**config.mk**
```make
export PLATFORM = sky130hd
export DESIGN_NAME = imem_loader
export DESIGN_NICKNAME = d
export VERILOG_FILES = /design/src/rtl/imem_loader.sv
export SDC_FILE = /design/constraint.sdc
export NUM_CORES = 2
export LEC_CHECK = 0
export ABC_AREA = 1
export CAP_MARGIN = 5
export CORE_MARGIN = 3
export CORE_UTILIZATION = 42
export CTS_CLUSTER_SIZE = 14
export DETAILED_ROUTE_END_ITERATION = 10
export SETUP_SLACK_MARGIN = 0.3
export SYNTH_ARGS = -nofsm -noshare
export SYNTH_HDL_FRONTEND = slang
export SYNTH_SLANG_ARGS = --single-unit
```
**constraint.sdc**
```tcl
create_clock -name i_clk -period 2.9 [get_ports i_clk]
set_input_delay 0.435 -clock i_clk [delete_from_list [all_inputs] [get_ports i_clk]]
set_output_delay 0.435 -clock i_clk [all_outputs]
set_load 0.03 [all_outputs]
```
**src/rtl/imem_loader.sv**
```systemverilog
// Instruction memory loader: accepts a framed program over a byte stream, writes it from
// address 0 and releases the CPU once the payload XOR checksum matches.
`timescale 1ns/1ps
module imem_loader #(
  parameter int                ADDR_W = 8,
  parameter int                DATA_W = 8,
  parameter logic [DATA_W-1:0] MAGIC  = 8'hA5
) (
  input  logic              i_clk,
  input  logic              i_reset,
  input  logic              i_in_valid,
  input  logic [DATA_W-1:0] i_in_data,
  output logic              o_in_ready,
  input  logic [ADDR_W-1:0] i_fetch_pc,
  output logic [DATA_W-1:0] o_fetch_instr,
  output logic              o_cpu_hold,
  output logic              o_load_done,
  output logic              o_load_err,
  output logic [ADDR_W:0]   o_byte_count
);

  localparam logic [2:0] S_IDLE = 3'd0;
  localparam logic [2:0] S_LEN  = 3'd1;
  localparam logic [2:0] S_DATA = 3'd2;
  localparam logic [2:0] S_CSUM = 3'd3;
  localparam logic [2:0] S_RUN  = 3'd4;
  localparam logic [2:0] S_ERR  = 3'd5;

  localparam int              DEPTH    = 1 << ADDR_W;
  localparam logic [ADDR_W:0] FULL_LEN = DEPTH[ADDR_W:0];

  logic [2:0]        r_state;
  logic [ADDR_W-1:0] r_wr_addr;
  logic [DATA_W-1:0] r_xor;
  logic [ADDR_W:0]   r_len;
  logic [ADDR_W:0]   r_byte_count;
  logic              r_load_done;
  logic              r_load_err;
  logic [DATA_W-1:0] r_mem [DEPTH];

  logic              w_xfer;
  logic              w_is_magic;
  logic [ADDR_W:0]   w_cnt_next;
  logic [ADDR_W-1:0] w_len_byte;

  assign o_in_ready   = (r_state != S_RUN);
  assign w_xfer       = i_in_valid && o_in_ready;
  assign w_is_magic   = (i_in_data == MAGIC);
  assign w_cnt_next   = r_byte_count + (ADDR_W+1)'(1);
  assign w_len_byte   = i_in_data[ADDR_W-1:0];

  assign o_cpu_hold    = !r_load_done;
  assign o_load_done   = r_load_done;
  assign o_load_err    = r_load_err;
  assign o_byte_count  = r_byte_count;
  assign o_fetch_instr = (r_state == S_RUN) ? r_mem[i_fetch_pc] : '0;

  // Memory contents survive reset; they are only exposed once a frame passes in RUN.
  always_ff @(posedge i_clk) begin
    if (w_xfer && (r_state == S_DATA))
      r_mem[r_wr_addr] <= i_in_data;
  end

  always_ff @(posedge i_clk) begin
    if (!i_reset) begin
      r_state      <= S_IDLE;
      r_load_done  <= 1'b0;
      r_load_err   <= 1'b0;
      r_byte_count <= '0;
    end else if (w_xfer) begin
      case (r_state)
        S_IDLE: begin
          if (w_is_magic) r_state <= S_LEN;
        end
        S_LEN: begin
          // A length byte of zero stands for a full-memory frame.
          r_len        <= (w_len_byte == '0) ? FULL_LEN : {1'b0, w_len_byte};
          r_wr_addr    <= '0;
          r_xor        <= '0;
          r_byte_count <= '0;
          r_state      <= S_DATA;
        end
        S_DATA: begin
          r_wr_addr    <= r_wr_addr + ADDR_W'(1);
          r_xor        <= r_xor ^ i_in_data;
          r_byte_count <= w_cnt_next;
          if (w_cnt_next == r_len) r_state <= S_CSUM;
        end
        S_CSUM: begin
          if (i_in_data == r_xor) begin
            r_state     <= S_RUN;
            r_load_done <= 1'b1;
          end else begin
            r_state    <= S_ERR;
            r_load_err <= 1'b1;
          end
        end
        S_ERR: begin
          if (w_is_magic) begin
            r_state    <= S_LEN;
            r_load_err <= 1'b0;
          end
        end
        default: r_state <= S_IDLE;
      endcase
    end
  end

endmodule

```
== Yosys cells after proc, flatten, opt, wreduce, memory -nomap -nowiden ==
Memories as Yosys holds them, arrays and structs flattened.
Cells that the tools add are included.

* Logic and storage cells: 53
* Output and inout port bits: 21
* Input bits: 19
* Register bits after elaboration: 39
* Bits in writable memories: 2048
* Memories: 1

{| class="wikitable"
|+ Memory list
! memory !! depth !! bits a word !! read ports !! clocked after memory_dff !! write ports !! RTL line !! source
|-
| r_mem || 256 || 8 || 1 || 0 || 1 || 39 || <nowiki>logic [DATA_W-1:0] r_mem [DEPTH];</nowiki>
|}

* Add/subtract/negate cells: 2
* Muxes and demuxes: 14
* Reduce and logical (&&, ||, !) cells: 14
* Bitwise logic cells: 1
* Equal/unequal tests: 13

{| class="wikitable"
|+ Operators with widths
! operator !! count
|-
| $pmux W8 S2 || 2
|-
| $pmux W9 S2 || 1
|-
| $pmux W3 S4 || 1
|-
| $reduce_and A3 Y1 || 4
|-
| $add A9 B1 Y9 const B || 1
|-
| $eq A9 B9 Y1 || 1
|-
| $mux W9 || 1
|-
| $add A8 B1 Y8 const B || 1
|-
| $eq A8 B8 Y1 || 1
|-
| $eq A8 B8 Y1 const B || 1
|-
| $logic_not A8 Y1 || 1
|-
| $mux W8 || 1
|-
| $xor A8 B8 Y8 || 1
|-
| $eq A3 B2 Y1 const B || 2
|-
| $eq A3 B3 Y1 const B || 2
|-
| $mux W3 || 2
|-
| $mux W1 || 5
|-
| $ne A2 B1 Y1 const B || 2
|-
| $ne A2 B2 Y1 const B || 2
|-
| $reduce_and A4 Y1 || 1
|-
| $reduce_bool A2 Y1 || 2
|-
| $eq A3 B1 Y1 const B || 1
|-
| $logic_not A3 Y1 || 1
|-
| $ne A3 B3 Y1 const B || 1
|-
| other kinds (5) || 6
|}

== Longest topological paths before layout ==
* Depth in word-level cells: 5
* Gate-level depth with buffers: 17
* Gate-level depth less buffers: 17

== Least setup slack after synthesis ==
No wires, ideal clock.

* Path type: input to output
* Start: input port i_fetch_pc[0]
* End: output port o_fetch_instr[0]
* Arrival time: 2019 ps
* Path buffers: 4
* Setup slack: 446 ps
* Stages on the path: 15
* Required time: 2465 ps
* Path through: buf_4 inv_4 buf_8 buf_6 buf_2 nand2_1 nand3_1 nand3_1 nand3_1 nand3_1 nand3_1 nand3_1 nand2_1 nor2_1 nor2_1

* Cells in the longest elaborated chain, start to end: 2

{| class="wikitable"
|+ Ends and longest elaborated chain
! element !! RTL line !! source
|-
| from (decl) || 14 || <nowiki>input logic [ADDR_W-1:0] i_fetch_pc,</nowiki>
|-
| $mem_v2 Z256 W8 || -- ||
|-
| $mux W8 || 56 || <nowiki>assign o_fetch_instr = (r_state == S_RUN) ? r_mem[i_fetch_pc] : '0;</nowiki>
|-
| to (decl) || 15 || <nowiki>output logic [DATA_W-1:0] o_fetch_instr,</nowiki>
|}

No other way between the ends.

== Worst setup path in the final report ==
* Start: input port i_fetch_pc[0]
* End: output port o_fetch_instr[2]

The elaborated chain is that of the path after synthesis.

==> run_results.csv <==
group,metric,value,unit
run_status,status,"complete, but fails checks",
run_status,violations,"negative setup slack",
synth,synth_top_area_cell,"edfxtp_1",
clocking,clk_path_buf_depth,3,
critical_path,start_kind,"primary input",
synth,async_reset_ff_share,0,%
drt,drt_wl_total,245600,um
synth,synth.most_common_cell,"nand2_1",
cells_and_area,drive_gt1_share,17.44,%
pwr,internal-power,0.05073,W
floorplan,rows,164,
critical_path,critical_path_buf_inv_count,8,
synth,synth-edff-count,2073,
global_route,busiest_layer,"met2",
synth,ys.flop_type,"edfxtp_1",
global_route,gr-usage-all-layers,22.95,%
floorplan,die_y,456.8,um
timing,rsz0062_at_grt,"true",
placed_design,gp_routability_congestion,0.8785,
global_route,grt_pass1_vias,56320,
global_route,grt_max_degree,157,
pwr,p_leak,37.16,nW
drt,dr.pass1.iters,5,
clocking,cts_tree,"done",
timing,fin_crit,3.146,ns
critical_path,crit_chain,"buf_16 > buf_16 > buf_12 > clkinv_16 > bufbuf_16 > buf_4 > nand2_1 > nand3_1 > nand3_2 > nand3_1 > nand3_2 > nand3_4 > nand3_1 > nand3_2 > nand2_4 > nor2_4 > buf_6 > buf_12",
clocking,root_buffer,"clkbuf_16",
clocking,numCtsBuffers,208,
global_route,met2_usage,37.37,%
critical_path,crit_path_end_kind,"output port",
worst_hold_path,worstHoldPathCells,3,
clocking,cts_num_sinks,2087,
cells_and_area,nFillCells,16830,
pwr,netSwitchingPower,0.01506,W
floorplan,die_area,208700,sq um
cells_and_area,area_growth,21.24,%
critical_path,crit_path_max_incr_delay,0.29,ns
timing,finalMaxSlewViolations,0,
pwr,powerDensity,635.8,nW/um^2
timing,final-setup-viol-count,8,
floorplan,die_w,456.8,um
critical_path,critPathSlowestCell,"bufbuf_16",
drt,ant_nets,0,
timing,setup_slack,-0.2460,ns
drt,vias,58410,
timing,skew,0.04155,ns
critical_path,arrival,2.71,ns
synth,synthTopCellsByArea,"edfxtp_1 73%, nand3_1 11%, nand2_1 9.4%, nor2_1 1.7%, buf_2 1.4%",
global_route,grt_overflow,0,
drt,via_per_inst,5.515,
timing,fmax,317.9,MHz
synth,synth_top_area_share,72.93,%
pwr,combPwrFrac,8.2,%
placed_design,post-place-ws,-0.7462,ns
timing,period_share,108.5,%
synth,yosysWarnings,0,
global_route,grt_use_met1,31.19,%
synth,syn_nets,7263,
critical_path,ff2ff_path_depth,10,
synth,synthTopCellsByCount,"2135 x nand2_1, 2073 x edfxtp_1, 1946 x nand3_1",
timing,tightestPinTransition,0.9578,ns
critical_path,required,2.47,ns
synth,ys_seq_elements,2087,
floorplan,core-area,200900,sq um
cells_and_area,nets,7778,
pwr,seqPwrFrac,50.6,%
clocking,clk_pin_slew_worst_paths,0.06,ns
worst_hold_path,hold_path_class,"in -> reg",
flow_run,maxCapViolCount,0,
global_route,grt.met3_usage,3.465,%
drt,route.detailed.drc,0,
floorplan,ioPinCount,40,
critical_path,worst-path-stages,18,
clocking,insertion_delay,0.87,ns
global_route,antenna_found_initial,3,
pwr,ir_drop,0.5052,mV
timing,slew-limit-headroom,36.15,%
synth,syn-cell-area,85350,sq um
placed_design,io_buffers,39,
critical_path,cp_max_fo,5,
drt,wl_per_cell,23.19,um
clocking,htreeDepth,4,
synth,ys_types,33,
pwr,p_sw_share,22.89,%
pwr,p_clk_share,41.2,%
placed_design,dp_hpwl,145300,um
floorplan,initial_core_util,42.49,%
synth,netlist_instances,7239,
synth,syn_area_per_cell,11.79,sq um
timing,whs,0.2802,ns
critical_path,path_class,"in -> out",
drt,drt_iter0_drc,6875,
timing,final-hold-violation-count,0,
critical_path,cp_top_family,"buffers and inverters",
synth,yosysSeqAreaShare,73.26,%
global_route,grt_pass1_wl,361800,um
power groups by stage:
stage	logic (W)	registers [W]	clock network (W)
after floorplan	0.00234	0.0339	0
after global placement	0.00468	0.0339	0
after detailed placement	0.00472	0.0339	0
after CTS	0.00520	0.0333	0.0275
after global routing	0.00579	0.0333	0.0287
final	0.00541	0.0333	0.0271
worst register-to-register path, stage by stage, from the launching register on:
cell     delay (ns)
dfxtp_1        0.36
inv_2          0.08
nor3_4         0.13
inv_2          0.07
nor2_4         0.21
inv_1          0.20
nor2_4         0.19
nand2_2        0.07
buf_4          0.28
nor2_1         0.32
buf_4          0.22
cell usage in the layout, fill, tap and decap left out, types with 49 or more instances in the layout:
master	count
buf_12	121
buf_4	554
clkbuf_16	222
clkinv_2	49
edfxtp_1	2073
inv_1	52
nand2_1	2114
nand3_1	1727
nand3_2	191
nor2_1	347
metrics by stage:
| step | instance area [sq um] | utilization [%] | total power, W | TNS [ns] | std cells |
|---|---|---|---|---|---|
| 6_report | 103500 | 51.51 | 0.06579 | -1.666 | 10590 |
| 3_5_place_dp | 93240 | 46.42 | 0.03863 | -4.434 | 10130 |
| 5_1_grt | 103500 | 51.50 | 0.06775 | -2.200 | 10580 |
| 2_1_floorplan | 85350 | - | 0.03625 | 0 | 7239 |
| 3_3_place_gp | 93240 | 46.42 | 0.03858 | -4.606 | 10130 |
| 4_1_cts | 102300 | 50.95 | 0.06596 | -1.801 | 10560 |
layer usage:
| metal | up-vias | routed length [um] |
|---|---|---|
| met2 | 2348 | 118300 |
| met3 | 444 | 17830 |
| met4 | 0 | 8187 |
| li1 | 26720 | - |
| met5 | - | 0 |
| met1 | 28900 | 101300 |
cell type report:
type / instances / area (sq um) / share of cell area [%]
flip-flops and latches: 2087 / 62530 / 60.43
multi-input cells: 4600 / 21660 / 20.93
repair buffers: 795 / 8765 / 8.470
clock buffers: 249 / 5423 / 5.240
well taps: 2656 / 3323 / 3.211
clock inverters: 133 / 1435 / 1.387
inverters: 59 / 265.3 / 0.2563
repair inverters: 3 / 58.81 / 0.05683
diodes: 9 / 22.52 / 0.02176
flip-flops by register name, summed over array words and instances, names as in the netlist:
signal,cells
r_xor,8
r_wr_addr,8
r_len,9
o_byte_count,9
r_state,3
r_mem,2048
o_load_done,1
o_load_err,1
path summary, 6_finish.rpt:
path                               startpoint               end  slack, ns
worst max-delay path            i_fetch_pc[0]  o_fetch_instr[2]      -0.25
worst max register to register     r_state[1]     r_mem[144][2]       0.48
worst min register to register    o_load_done       o_load_done       0.49
worst min-delay path                  i_reset        r_state[2]       0.28
cell families after synthesis:
family	Yosys count	synth area share, %
flip-flops	2087	73.26
buffers and inverters	552	3.238
XOR/XNOR	13	0.1334
adder cells (fa/ha/maj)	5	0.07330
AND/OR/NAND/NOR	4493	22.74
AO/OA/AOI/OAI	89	0.5512
repair_timing:
| item | 4_1_cts | 5_1_grt |
|---|---|---|
| resized for setup | 284 | 148 |
| pin swaps | 66 | 51 |
| setup buffers | 24 | 7 |
| endpoints found under the setup margin | 9 | 16 |
| cloned | 20 | 13 |
| hold buffers | 8 | 0 |
| endpoints found under the hold margin | 164 | 0 |
(Power assumes the default switching activity.)
